<file path="config.mk">
export PLATFORM = sky130hd
export DESIGN_NAME = dispatch_sysreg_write_arbiter_flat
export DESIGN_NICKNAME = d
export VERILOG_FILES = /design/src/rtl/dispatch_sysreg_write_arbiter_if.sv /design/src/rtl/dispatch_sysreg_write_arbiter.sv /design/src/flat_wrapper.sv
export SDC_FILE = /design/constraint.sdc
export NUM_CORES = 1
export LEC_CHECK = 0
export BUFFER_PORTS_ARGS = -buffer_cell sky130_fd_sc_hd__buf_2
export CORE_ASPECT_RATIO = 2
export CORE_UTILIZATION = 40
export CTS_BUF_LIST = sky130_fd_sc_hd__clkbuf_8
export CTS_CLUSTER_SIZE = 8
export DETAILED_ROUTE_END_ITERATION = 12
export PLACE_DENSITY_LB_ADDON = 0.25
export SYNTH_ARGS = -nofsm -noshare
export SYNTH_HDL_FRONTEND = slang
export SYNTH_SLANG_ARGS = --single-unit
</file>
<file path="constraint.sdc">
create_clock -name iCLOCK -period 1.3 [get_ports iCLOCK]
set_input_delay 0.325 -clock iCLOCK [delete_from_list [all_inputs] [get_ports iCLOCK]]
set_output_delay 0.325 -clock iCLOCK [all_outputs]
set_load 0.05 [all_outputs]
</file>
<file path="src/rtl/dispatch_sysreg_write_arbiter_if.sv">
// ============================================================================
// Module   : dispatch_sysreg_write_arbiter_if
// Brief    : Requester-side request bus and register-bank write bus of the
//            dispatch system-register write arbiter.
// Revision : 1.0  initial release
// ============================================================================
`default_nettype none

interface dispatch_sysreg_write_arbiter_if #(
    parameter int REQ_N = 3,
    parameter int REG_N = 8,
    parameter int AW    = 3
);
    logic                  iHOLD;
    logic [REQ_N-1:0]      iREQ_VALID;
    logic [REQ_N*AW-1:0]   iREQ_ADDR;
    logic [REQ_N*32-1:0]   iREQ_DATA;
    logic [REQ_N-1:0]      oREQ_ACK;
    logic [REG_N-1:0]      oREGIST_VALID;
    logic [31:0]           oREGIST_DATA;
    logic                  oADDR_ERR;
    logic                  oBUSY;

    // Requesters and the register bank
    modport master (
        output iHOLD, iREQ_VALID, iREQ_ADDR, iREQ_DATA,
        input  oREQ_ACK, oREGIST_VALID, oREGIST_DATA, oADDR_ERR, oBUSY
    );

    // Arbiter
    modport slave (
        input  iHOLD, iREQ_VALID, iREQ_ADDR, iREQ_DATA,
        output oREQ_ACK, oREGIST_VALID, oREGIST_DATA, oADDR_ERR, oBUSY
    );
endinterface

`default_nettype wire

</file>
<file path="src/rtl/dispatch_sysreg_write_arbiter.sv">
// ============================================================================
// Module   : dispatch_sysreg_write_arbiter
// Brief    : Grants one pending system-register write per two cycles and drives
//            a one-hot strobe plus data into the register bank.
//            Define DISPATCH_SYSREG_ARB_RR_EN for round-robin arbitration;
//            fixed priority (requester 0 highest) otherwise.
// Revision : 1.0  initial release
// ============================================================================
`default_nettype none

module dispatch_sysreg_write_arbiter #(
    parameter int REQ_N = 3,
    parameter int REG_N = 8,
    parameter int AW    = 3
) (
    input  wire logic iCLOCK,
    input  wire logic inRESET,
    input  wire logic iRESET_SYNC,
    dispatch_sysreg_write_arbiter_if.slave bus
);

    localparam int c_PW = (REQ_N > 1) ? $clog2(REQ_N) : 1;

    typedef enum logic [0:0] {
        S_IDLE  = 1'b0,
        S_ISSUE = 1'b1
    } state_t;

    state_t             r_state;
    state_t             w_state_next;

    logic [c_PW-1:0]    w_winner;
    logic               w_grant;
    logic [AW-1:0]      w_addr;
    logic [31:0]        w_data;
    logic               w_in_range;
    logic [REG_N-1:0]   w_strobe;
    logic [REQ_N-1:0]   w_ack;

    logic [REQ_N-1:0]   r_ack;
    logic [REG_N-1:0]   r_regist_valid;
    logic [31:0]        r_regist_data;
    logic               r_addr_err;

    // Requests are only looked at in IDLE, so a stale valid seen during the ack is never re-granted
    assign w_grant = (r_state == S_IDLE) && !bus.iHOLD && (|bus.iREQ_VALID);

`ifdef DISPATCH_SYSREG_ARB_RR_EN
    logic [c_PW-1:0] r_ptr;

    always_comb begin : p_rr_select
        int  v_j;
        logic v_found;
        v_j      = 0;
        v_found  = 1'b0;
        w_winner = '0;
        for (int i = 0; i < REQ_N; i++) begin
            v_j = int'(r_ptr) + i;
            if (v_j >= REQ_N) v_j = v_j - REQ_N;
            if (!v_found && bus.iREQ_VALID[v_j]) begin
                v_found  = 1'b1;
                w_winner = c_PW'(v_j);
            end
        end
    end

    always_ff @(posedge iCLOCK or negedge inRESET) begin
        if (!inRESET) begin
            r_ptr <= '0;
        end else if (iRESET_SYNC) begin
            r_ptr <= '0;
        end else if (w_grant) begin
            r_ptr <= (w_winner == c_PW'(REQ_N - 1)) ? '0 : w_winner + 1'b1;
        end
    end
`else
    always_comb begin : p_fixed_select
        w_winner = '0;
        for (int i = REQ_N - 1; i >= 0; i--) begin
            if (bus.iREQ_VALID[i]) w_winner = c_PW'(i);
        end
    end
`endif

    assign w_addr     = bus.iREQ_ADDR[int'(w_winner) * AW +: AW];
    assign w_data     = bus.iREQ_DATA[int'(w_winner) * 32 +: 32];
    assign w_in_range = (int'(w_addr) < REG_N);

    always_comb begin : p_decode
        w_strobe = '0;
        w_ack    = '0;
        for (int r = 0; r < REG_N; r++) begin
            w_strobe[r] = w_in_range && (int'(w_addr) == r);
        end
        for (int k = 0; k < REQ_N; k++) begin
            w_ack[k] = (int'(w_winner) == k);
        end
    end

    always_comb begin : p_next_state
        w_state_next = r_state;
        case (r_state)
            S_IDLE:  if (w_grant) w_state_next = S_ISSUE;
            S_ISSUE: w_state_next = S_IDLE;
            default: w_state_next = S_IDLE;
        endcase
    end

    always_ff @(posedge iCLOCK or negedge inRESET) begin
        if (!inRESET) begin
            r_state <= S_IDLE;
        end else if (iRESET_SYNC) begin
            r_state <= S_IDLE;
        end else begin
            r_state <= w_state_next;
        end
    end

    // Strobes are loaded on the grant edge and cleared one cycle later; data holds
    always_ff @(posedge iCLOCK or negedge inRESET) begin
        if (!inRESET) begin
            r_ack          <= '0;
            r_regist_valid <= '0;
            r_regist_data  <= '0;
            r_addr_err     <= 1'b0;
        end else if (iRESET_SYNC) begin
            r_ack          <= '0;
            r_regist_valid <= '0;
            r_regist_data  <= '0;
            r_addr_err     <= 1'b0;
        end else if (w_grant) begin
            r_ack          <= w_ack;
            r_regist_valid <= w_strobe;
            r_regist_data  <= w_data;
            r_addr_err     <= !w_in_range;
        end else begin
            r_ack          <= '0;
            r_regist_valid <= '0;
            r_addr_err     <= 1'b0;
        end
    end

    assign bus.oREQ_ACK      = r_ack;
    assign bus.oREGIST_VALID = r_regist_valid;
    assign bus.oREGIST_DATA  = r_regist_data;
    assign bus.oADDR_ERR     = r_addr_err;
    assign bus.oBUSY         = (r_state == S_ISSUE);

endmodule

`default_nettype wire

</file>
<file path="src/flat_wrapper.sv">
// flat-port wrapper written by rule: the top's interface ports become plain ports
module dispatch_sysreg_write_arbiter_flat 
#(
    parameter int REQ_N = 3,
    parameter int REG_N = 8,
    parameter int AW    = 3
)
  (iCLOCK, inRESET, iRESET_SYNC, bus_iHOLD, bus_iREQ_VALID, bus_iREQ_ADDR, bus_iREQ_DATA, bus_oREQ_ACK, bus_oREGIST_VALID, bus_oREGIST_DATA, bus_oADDR_ERR, bus_oBUSY);
  dispatch_sysreg_write_arbiter_if #(.REQ_N(REQ_N), .REG_N(REG_N), .AW(AW)) bus_i ();
  input  wire logic iCLOCK;
  input  wire logic inRESET;
  input  wire logic iRESET_SYNC;
  input wire logic [$bits(bus_i.iHOLD)-1:0] bus_iHOLD;
  input wire logic [$bits(bus_i.iREQ_VALID)-1:0] bus_iREQ_VALID;
  input wire logic [$bits(bus_i.iREQ_ADDR)-1:0] bus_iREQ_ADDR;
  input wire logic [$bits(bus_i.iREQ_DATA)-1:0] bus_iREQ_DATA;
  output wire logic [$bits(bus_i.oREQ_ACK)-1:0] bus_oREQ_ACK;
  output wire logic [$bits(bus_i.oREGIST_VALID)-1:0] bus_oREGIST_VALID;
  output wire logic [$bits(bus_i.oREGIST_DATA)-1:0] bus_oREGIST_DATA;
  output wire logic [$bits(bus_i.oADDR_ERR)-1:0] bus_oADDR_ERR;
  output wire logic [$bits(bus_i.oBUSY)-1:0] bus_oBUSY;
  assign bus_i.iHOLD = bus_iHOLD;
  assign bus_i.iREQ_VALID = bus_iREQ_VALID;
  assign bus_i.iREQ_ADDR = bus_iREQ_ADDR;
  assign bus_i.iREQ_DATA = bus_iREQ_DATA;
  assign bus_oREQ_ACK = bus_i.oREQ_ACK;
  assign bus_oREGIST_VALID = bus_i.oREGIST_VALID;
  assign bus_oREGIST_DATA = bus_i.oREGIST_DATA;
  assign bus_oADDR_ERR = bus_i.oADDR_ERR;
  assign bus_oBUSY = bus_i.oBUSY;
  dispatch_sysreg_write_arbiter #(.REQ_N(REQ_N), .REG_N(REG_N), .AW(AW)) u_core (.iCLOCK(iCLOCK), .inRESET(inRESET), .iRESET_SYNC(iRESET_SYNC), .bus(bus_i));
endmodule
</file>
==> results of run 1 <==
==> area by class of cell <==
| type | count | area, sq um | share of cell area [%] |
|---|---|---|---|
| flip-flops and latches | 44 | 1100 | 28.5 |
| well taps | 63 | 78.8 | 2.04 |
| repair buffers | 185 | 1090 | 28.2 |
| multi-input cells | 194 | 1510 | 38.9 |
| clock buffers | 5 | 68.8 | 1.78 |
| clock inverters | 3 | 12.5 | 0.324 |
| inverters | 2 | 7.51 | 0.194 |
==> kinds of logic (layout without fill, tap and decap cells) <==
logic type	count (synthesis)	count (layout)	synth area share [%]
AOI/OAI and AO/OA	106	106	33.1
and+or+nand+nor	87	87	15.8
buffers and inverters	29	195	6.16
other	1	1	0.153
DFF	44	44	44.8
==> sequential cells by signal (all words and copies together), names as in the netlist <==
signal and cells:
u_core.bus.oBUSY 1, u_core.bus.oREQ_ACK 3, u_core.bus.oREGIST_DATA 32, u_core.bus.oREGIST_VALID 8
==> routing by layer <==
| layer | track usage, % | wire [um] |
|---|---|---|
| met5 | 0 | 0 |
| met4 | 11.4 | 266 |
| met3 | 2.97 | 413 |
| met2 | 44.4 | 4530 |
| met1 | 27.5 | 2920 |
==> power by group <==
part	internal (uW)	switching (uW)
sequential	1450	43.9
clock	362	461
combinational	495	811
==> per-stage QoR <==
stage	TNS, ns	instance area (sq um)	worst slack (ns)
finish	-1.14	3870	-0.0626
global route	-3.27	3870	-0.141
CTS	-0.345	3520	-0.0618
detailed placement	-7.24	3410	-0.227
global placement	-6.52	3410	-0.197
floorplan	-2.40	2510	-0.0939
==> path summary, 6_finish.rpt <==
check / depth (start not counted) / startpoint / slack, ns / to
max: 4 / u_core.bus.oBUSY / -0.06 / u_core.bus.oREGIST_VALID[6]
min: 2 / bus_iREQ_VALID[0] / 0.34 / u_core.bus.oREQ_ACK[0]
max reg2reg: 4 / u_core.bus.oBUSY / -0.06 / u_core.bus.oREGIST_VALID[6]
min reg2reg: 2 / u_core.bus.oREGIST_DATA[11] / 0.47 / u_core.bus.oREGIST_DATA[11]
max in group asynchronous: 3 / inRESET / 0.55 / u_core.bus.oBUSY
min in group asynchronous: 3 / inRESET / 0.52 / u_core.bus.oREGIST_DATA[5]
==> Yosys cell counts, drive strengths merged <==
cell type | n | share of area, %
a21o | 2 | 0.61
a21oi | 1 | 0.66
a221o | 2 | 0.81
a221oi | 2 | 0.71
and2 | 1 | 0.25
buf | 20 | 4.8
clkbuf | 7 | 1.1
conb | 1 | 0.15
dfrtp | 44 | 45
inv | 2 | 0.31
nand2 | 33 | 5.1
nand2b | 2 | 0.51
nor2 | 35 | 5.3
nor2b | 1 | 0.25
nor3 | 9 | 2.0
nor3b | 1 | 0.31
nor4bb | 2 | 0.81
o21ai | 1 | 0.20
o22a | 32 | 11
o22ai | 33 | 8.4
o31ai | 33 | 10
or3 | 3 | 1.2
==> what timing repair did <==
action                                  CTS  global route
setup buffers                             1             4
hold endpoints to repair                 12             0
hold buffers                              1             0
gates resized for setup                   3            53
pin swaps                                 2             3
endpoints found under the setup margin    5            39
gates cloned                              0             1
==> worst register-to-register path, delay by kind of cell (launching register included) <==
| family | cells | cell delay, ns |
|---|---|---|
| flops | 1 | 0.43 |
| simple gates | 4 | 0.87 |
==> metrics.yaml, run 1 <==
routing:
  vias: 2818
  viasPerCell: 5.68
  drtPass1Iterations: 8
  drt-total-wl_mm: 8.13
  wl_per_cell_um: 16.4
  route.detailed.drc: 6
  postRouteAntennaNets: 0
  initialDrtViolationCount: 108
floorplan:
  die_y_um: 113
  ios: 157
  start_util_pct: 41.3
  rows: 40
  core_sq_um: 5960
  dieArea_sq_um: 6480
  die_x_um: 57.4
synth:
  ys_seq_area_share_pct: 44.8
  syn_inst: 267
  synth_area_sq_um: 2460
  synth_cell_type_count: 28
  synth.avg_cell_area_sq_um: 9.21
  ys_ff_latch: 44
  syn_nets: 379
  yosysWarnings: 0
pwr:
  peakVddDrop_mv: 0.660
  total_power_uw: 3630
  powerDensity_nw_per_um2: 938
  leakagePower_uw: 0.00193
clock_network:
  cts_tree: "yes"
  clk_latency_ns: 0.30
  cts.clk_slew.worst_paths_ns: 0.08
  htreeDepth: 2
  ctsRootBufferMaster: "clkbuf_8"
  cts_made_buffers: 5
  cts_sinks: 44
  clockBufferDepth: 2
global_routing:
  antenna_found_initial: 0
  grt_pass1_vias: 2740
  overflow: 0
  grt_max_degree: 45
  grt_pass1_wl_mm: 12.4
  grt.total_usage_pct: 24.5
sta:
  grt_setup_unrepaired: "yes"
  max_freq_mhz: 734
  min_period_over_period_pct: 105
  fin_ws_ns: -0.0626
  clock_skew_ns: 0.00599
  holdWs_ns: 0.343
  fin_crit_ns: 1.36
  hold_violations: 0
  setup_viol: 34
  drv_slew: 0
worst_hold_path:
  hp-class: "primary input to flop"
place:
  dpl.cell_count: 482
  hpwl_mm: 5.79
  io_buffers: 155
  gp_congestion: 0.838
job:
  cap_violations: 0
worst_setup_path:
  critPathMaxStageDelay_ns: 0.43
  critPathRequiredTime_ns: 1.52
  critPathSlowestCell: "dfrtp_2"
  path_cells: "nor3_4 -> nand2_2 -> or3_4 -> nor3_2"
  cp.arrival_ns: 1.58
  cp-end-kind: "flop"
  path_buf_inv: 0
  cp-start-kind: "flop"
  worstSetupPathType: "flop to flop"
  worstPathMaxFanout: 5
  cpLargestDelayFamily: "simple AND/OR/NAND/NOR gates"
final_layout:
  layout_commonest_cell: "buf_2"
  layout.nets: 544
  syn_to_final_growth_pct: 57.3
  final_cell_mix: "buf_2 (150), dfrtp_1 (43), nor2_1 (34), o22ai_1 (33), o22a_1 (32)"
  layoutNonFillerInstCount: 496
  fin_util_pct: 64.9
  fillers: 535
  insertedDiodeCount: 0
  drive_gt1_share_pct: 53.1
status:
  violations: "DRC, setup timing"
  status: "complete, but fails checks"
(Power assumes the default switching activity.)
==> run 2: changes to the inputs <==
- REMOVE_ABC_BUFFERS: unset -> 1
- SKIP_CTS_REPAIR_TIMING: unset -> 1
==> run 2 against run 1 <==
Against the previous run: sequential share of layout area decreased by 0.20 points; largest power group unchanged; global-route usage increased by 0.26 points; core utilization increased by 0.38 points; critical endpoint is now bus_oBUSY; maximum frequency increased by 3.8%; the flow finishes with violations (DRC, hold timing, setup timing); non-clock buffer count decreased by 2; clock-buffer cell count increased by 2; power increased by 2.8%; design area increased by 0.58%.
==> metrics.yaml, run 2 (synthesis gave the netlist of run 1 again) <==
status:
  status: "complete, but fails checks"  # unchanged
  violations: "DRC, hold timing, setup timing"  # was DRC, setup timing
global_routing:
  met1_usage_pct: 26.7  # was 27.5%
  grt.total_usage_pct: 24.8  # was 24.5%
  grt_pass1_wl_mm: 12.4  # about the same
  grt_max_degree: 45  # unchanged
  antenna_found_initial: 0  # unchanged
  grt_util_met2_pct: 44.0  # was 44.4%
  grt.busiest_layer: "met2"  # unchanged
  grt_use_met3_pct: 4.11  # was 2.97%
  grt_pass1_vias: 2796  # was 2740
  overflow: 0  # unchanged
floorplan:
  core_sq_um: 5960  # unchanged
  die_x_um: 57.4  # unchanged
  ios: 157  # unchanged
  die_y_um: 113  # unchanged
  rows: 40  # unchanged
  start_util_pct: 41.3  # unchanged
  dieArea_sq_um: 6480  # unchanged
place:
  io_buffers: 155  # unchanged
  hpwl_mm: 5.92  # was 5.79 mm
  gp_congestion: 0.904  # was 0.838
worst_setup_path:
  critPathMaxStageDelay_ns: 0.40  # was 0.43 ns
  cp-end-kind: "primary output"  # was flop
  critPathSlowestCell: "dfrtp_1"  # was dfrtp_2
  worstSetupPathType: "flop to primary output"  # was flop to flop
  worstPathMaxFanout: 2  # was 5
  cp.arrival_ns: 0.99  # was 1.58 ns
  cp-start-kind: "flop"  # unchanged
  cpLargestDelayFamily: "flip-flops"  # was simple AND/OR/NAND/NOR gates
  critPathRequiredTime_ns: 0.98  # was 1.52 ns
  path_buf_inv: 2  # was 0
  path_cells: "buf_4 -> buf_6"  # was nor3_4 -> nand2_2 -> or3_4 -> nor3_2
clock_network:
  clockBufferDepth: 2  # unchanged
  cts.clk_slew.worst_paths_ns: 0.08  # about the same
  ctsRootBufferMaster: "clkbuf_8"  # unchanged
  clk_latency_ns: 0.29  # was 0.30 ns
  htreeDepth: 2  # unchanged
  cts_sinks: 44  # unchanged
  cts_made_buffers: 5  # unchanged
  cts_tree: "yes"  # unchanged
pwr:
  seq_power_share_pct: 40.1  # was 41.3%
  clkPwrFrac_pct: 24.7  # was 22.7%
  swShare_pct: 35.2  # was 36.3%
  power_frac_comb_pct: 35.2  # was 36.0%
  p_switching_uw: 1310  # was 1320 uW
  powerDensity_nw_per_um2: 959  # was 938 nW/um^2
  total_power_uw: 3730  # was 3630 uW
  internal_power_uw: 2420  # was 2310 uW
  peakVddDrop_mv: 0.674  # was 0.660 mV
  leakagePower_uw: 0.00194  # was 0.00193 uW
sta:
  setup_viol: 1  # was 34
  max_freq_mhz: 762  # was 734 MHz
  min_period_over_period_pct: 101  # was 105%
  clock_skew_ns: 0.00546  # was 0.00599 ns
  fin_crit_ns: 1.31  # was 1.36 ns
  hold_violations: 3  # was 0
  holdWs_ns: -0.00429  # was 0.343 ns
  drv_slew: 0  # unchanged
  fin_ws_ns: -0.0129  # was -0.0626 ns
  grt_setup_unrepaired: "yes"  # unchanged
final_layout:
  drive_gt1_share_pct: 54.0  # was 53.1%
  insertedDiodeCount: 0  # unchanged
  largest_reg_flops: 32  # unchanged
  layout_commonest_cell: "buf_2"  # unchanged
  final_cell_mix: "buf_2 (154), dfrtp_1 (44), nor2_1 (34), o22ai_1 (33)"  # was buf_2 (150), dfrtp_1 (43), nor2_1 (34), o22ai_1 (33), o22a_1 (32)
  fin_util_pct: 65.3  # was 64.9%
  syn_to_final_growth_pct: 58.2  # was 57.3%
  layout.nets: 542  # was 544
  fillers: 508  # was 535
routing:
  drtPass1Iterations: 8  # unchanged
  drt-total-wl_mm: 8.28  # was 8.13 mm
  vias: 2853  # was 2818
  viasPerCell: 5.79  # was 5.68
  postRouteAntennaNets: 0  # unchanged
  initialDrtViolationCount: 89  # was 108
  route.detailed.drc: 7  # was 6
  wl_per_cell_um: 16.8  # was 16.4 um
worst_hold_path:
  hp-class: "primary input to async pin"  # was primary input to flop
job:
  cap_violations: 0  # unchanged
[run 2: cell types whose count changed in the layout (fill, tap and decap cells not counted), moves of 3 or more]
| cell | change |
|---|---|
| buf_2 | +4 |
| clkbuf_4 | -4 |
| nor3_2 | +3 |
| o31ai_1 | -6 |
| o31ai_2 | +3 |
| o31ai_4 | +3 |
[run 2: area by class of cell]
type                    count  area [sq um]  area share, %
clock buffers               7          96.3           2.48
inverters                   2          7.51          0.193
multi-input cells         194          1530           39.3
flip-flops and latches     44          1100           28.3
well taps                  63          78.8           2.03
repair buffers            183          1080           27.7
[run 2: layer usage]
| layer | part of all wire [%] | up-vias |
|---|---|---|
| met5 | 0 | - |
| met4 | 4.0 | 0 |
| met3 | 5.2 | 26 |
| met2 | 55 | 122 |
| met1 | 36 | 1375 |
| li1 | - | 1330 |
[run 2: power by group through the flow]
| stage | clock [uW] | combinational [uW] | sequential [uW] |
|---|---|---|---|
| 5_1_grt | 989 | 1390 | 1500 |
| 2_1_floorplan | 0 | 322 | 1830 |
| 3_3_place_gp | 0 | 1140 | 1520 |
| 3_5_place_dp | 0 | 1150 | 1520 |
| 4_1_cts | 934 | 1160 | 1490 |
| 6_report | 922 | 1310 | 1490 |
[run 2: through the flow]
stage	instance area, sq um	worst slack, ns	setup TNS [ns]	cells
after global routing	3890	-0.0474	-0.591	493
final	3890	-0.0129	-0.0129	493
after CTS	3520	-0.116	-1.68	491
after global placement	3430	-0.231	-7.60	484
after floorplan	2310	-0.562	-11.89	240
after detailed placement	3430	-0.271	-9.04	484
[run 2: worst register-to-register path, cell delays in order, from the launching register on]
cell and delay [ns]:
dfrtp_1 0.40, nor3_2 0.17, nand2_2 0.09, buf_6 0.15
buf_12 0.16, o31ai_2 0.25
[run 2: final timing paths]
kind,startpoint,endpoint,slack (ns),cells past startpoint
min in group iCLOCK,bus_iREQ_DATA[53],u_core.bus.oREGIST_DATA[21],0.35,3
max in group asynchronous,inRESET,u_core.bus.oREGIST_DATA[10],1.08,2
max,u_core.bus.oBUSY,bus_oBUSY,-0.01,2
max reg2reg,u_core.bus.oBUSY,u_core.bus.oREGIST_DATA[5],0,5
min reg2reg,u_core.bus.oREGIST_DATA[23],u_core.bus.oREGIST_DATA[23],0.48,2
min,inRESET,u_core.bus.oREGIST_DATA[14],-0.004,2
==> run 3: changes to the inputs <==
- SKIP_CTS_REPAIR_TIMING: 1 -> unset
==> run 3 against run 2 <==
Against the previous run: the flow still finishes with violations (DRC, hold timing, setup timing); largest cell class unchanged; maximum frequency barely moved; clock-buffer cell count did not move; largest power group unchanged; die area did not move.
==> metrics.yaml, run 3 (synthesis gave the netlist of run 1 again) <==
clock_network:
  cts_tree: "yes"  # unchanged
  cts_made_buffers: 5  # unchanged
  cts_sinks: 44  # unchanged
  clockBufferDepth: 2  # unchanged
  cts.clk_slew.worst_paths_ns: 0.08  # about the same
  cts_hold_buf: 0
  clk_latency_ns: 0.29  # about the same
  htreeDepth: 2  # unchanged
  ctsRootBufferMaster: "clkbuf_8"  # unchanged
routing:
  route.detailed.drc: 7  # unchanged
  initialDrtViolationCount: 67  # was 89
  postRouteAntennaNets: 0  # unchanged
  drt-total-wl_mm: 8.22  # was 8.28 mm
  wl_per_cell_um: 16.6  # was 16.8 um
  drtPass1Iterations: 8  # unchanged
  viasPerCell: 5.74  # was 5.79
  vias: 2836  # was 2853
worst_setup_path:
  worstSetupPathType: "flop to primary output"  # unchanged
  cp-start-kind: "flop"  # unchanged
  critPathRequiredTime_ns: 0.98  # about the same
  cp-end-kind: "primary output"  # unchanged
  r2r-start: "u_core.bus.oBUSY"  # unchanged
  cp.arrival_ns: 0.99  # about the same
  reg2reg_depth: 6  # was 5
  r2r_slack_ns: 0  # about the same
  r2r_end: "u_core.bus.oREGIST_VALID[2]"  # was u_core.bus.oREGIST_DATA[5]
  worstPathMaxFanout: 2  # unchanged
final_layout:
  fin_area_sq_um: 3850  # was 3890 sq um
  layout.nets: 543  # was 542
  insertedDiodeCount: 0  # unchanged
  drive_gt1_share_pct: 54.3  # was 54.0%
  final_cell_mix: "buf_2 (154), dfrtp_1 (44), nor2_1 (34), o22ai_1 (33)"  # unchanged
  layoutNonFillerInstCount: 494  # was 493
  syn_to_final_growth_pct: 56.6  # was 58.2%
  layout_commonest_cell: "buf_2"  # unchanged
  largest_reg_flops: 32  # unchanged
status:
  status: "complete, but fails checks"  # unchanged
  violations: "DRC, hold timing, setup timing"  # unchanged
pwr:
  p_switching_uw: 1290  # was 1310 uW
  total_power_uw: 3700  # was 3730 uW
  power_frac_comb_pct: 35.0  # was 35.2%
  clkPwrFrac_pct: 24.7  # about the same
  peakVddDrop_mv: 0.661  # was 0.674 mV
  leakagePower_uw: 0.00193  # was 0.00194 uW
  internal_power_uw: 2420  # about the same
  seq_power_share_pct: 40.3  # was 40.1%
  swShare_pct: 34.7  # was 35.2%
  powerDensity_nw_per_um2: 961  # was 959 nW/um^2
sta:
  fin_ws_ns: -0.0130  # was -0.0129 ns
  worst_pin_slew_ns: 0.514
  holdWs_ns: -0.00179  # was -0.00429 ns
  min_period_over_period_pct: 101  # about the same
  max_freq_mhz: 762  # about the same
  clock_skew_ns: 0.00267  # was 0.00546 ns
  grt_setup_unrepaired: "yes"  # unchanged
  setup_viol: 1  # unchanged
  fin_crit_ns: 1.31  # about the same
  slew_headroom_pct: 65.8
  drv_slew: 0  # unchanged
  hold_violations: 2  # was 3
floorplan:
  rows: 40  # unchanged
  ios: 157  # unchanged
  die_y_um: 113  # unchanged
  die_x_um: 57.4  # unchanged
  core_sq_um: 5960  # unchanged
  start_util_pct: 41.3  # unchanged
  dieArea_sq_um: 6480  # unchanged
job:
  cap_violations: 0  # unchanged
global_routing:
  antenna_found_initial: 0  # unchanged
  overflow: 0  # unchanged
  grt.total_usage_pct: 25.9  # was 24.8%
  grt_pass1_vias: 2826  # was 2796
  grt_pass1_wl_mm: 13.0  # was 12.4 mm
  grt_max_degree: 45  # unchanged
place:
  io_buffers: 155  # unchanged
  dpl.cell_count: 484  # unchanged
  place_area_sq_um: 3430  # unchanged
  place_ws_ns: -0.271  # unchanged
  gp_congestion: 0.904  # unchanged
  hpwl_mm: 5.92  # unchanged
worst_hold_path:
  hp-class: "primary input to async pin"  # unchanged
run 3: cell types whose count changed in the layout (fill, tap and decap cells not counted):
cell / change
nor3_4: +1
buf_16: +1
o31ai_2: +8
nor3_1: -1
o31ai_4: -8
clkbuf_16: -1
buf_6: +3
buf_4: -2
run 3: through the flow:
stage               setup TNS [ns]  utilization (%)
finish                     -0.0130             64.7
CTS                       -0.00197             62.0
floorplan                   -11.89                -
global placement             -7.60             57.5
detailed placement           -9.04             57.5
global route                -0.542             64.7
run 3: routing by layer:
metal	up-vias	global-route usage [%]	part of all wire, %
met1	1369	28.0	35
met5	-	0	0
met2	105	46.4	56
met3	31	4.34	4.9
li1	1331	-	-
met4	0	14.0	4.2
run 3: worst max-delay path by stage:
stage	from	end	slack, ns	cells after the start
after CTS	u_core.bus.oBUSY	bus_oBUSY	-0.002	2
final	u_core.bus.oBUSY	bus_oBUSY	-0.01	2
after global routing	u_core.bus.oBUSY	u_core.bus.oREGIST_VALID[2]	-0.05	6
after global placement	bus_iREQ_VALID[1]	u_core.bus.oREGIST_VALID[3]	-0.23	7
after floorplan	u_core.bus.oBUSY	u_core.bus.oREGIST_VALID[6]	-0.56	4
after detailed placement	bus_iREQ_VALID[1]	u_core.bus.oREGIST_VALID[3]	-0.27	7
run 3: repair_timing:
item | 4_1_cts | 5_1_grt
pin swaps | 5 | 1
endpoints found under the setup margin | 40 | 40
setup buffers | 1 | 1
gates resized for setup | 25 | 29
cloned | 1 | 0
run 3: critical path, cell delays in order, from the launching register on:
cell and delay (ns):
dfrtp_1 0.42, buf_6 0.14, buf_6 0.14
run 3: area by class of cell:
cell class | instances | area, sq um
Clock buffer | 7 | 96.3
Sequential cell | 44 | 1100
Multi-Input combinational cell | 194 | 1470
Fill cell | 520 | 2100
Inverter | 2 | 7.51
Timing Repair Buffer | 184 | 1100
Tap cell | 63 | 78.8
run 3: power groups by stage:
stage / clock (uW) / combinational [uW] / sequential [uW]
after floorplan: 0 / 322 / 1830
after global placement: 0 / 1140 / 1520
after detailed placement: 0 / 1150 / 1520
after CTS: 934 / 1230 / 1490
after global routing: 986 / 1380 / 1500
final: 914 / 1300 / 1490
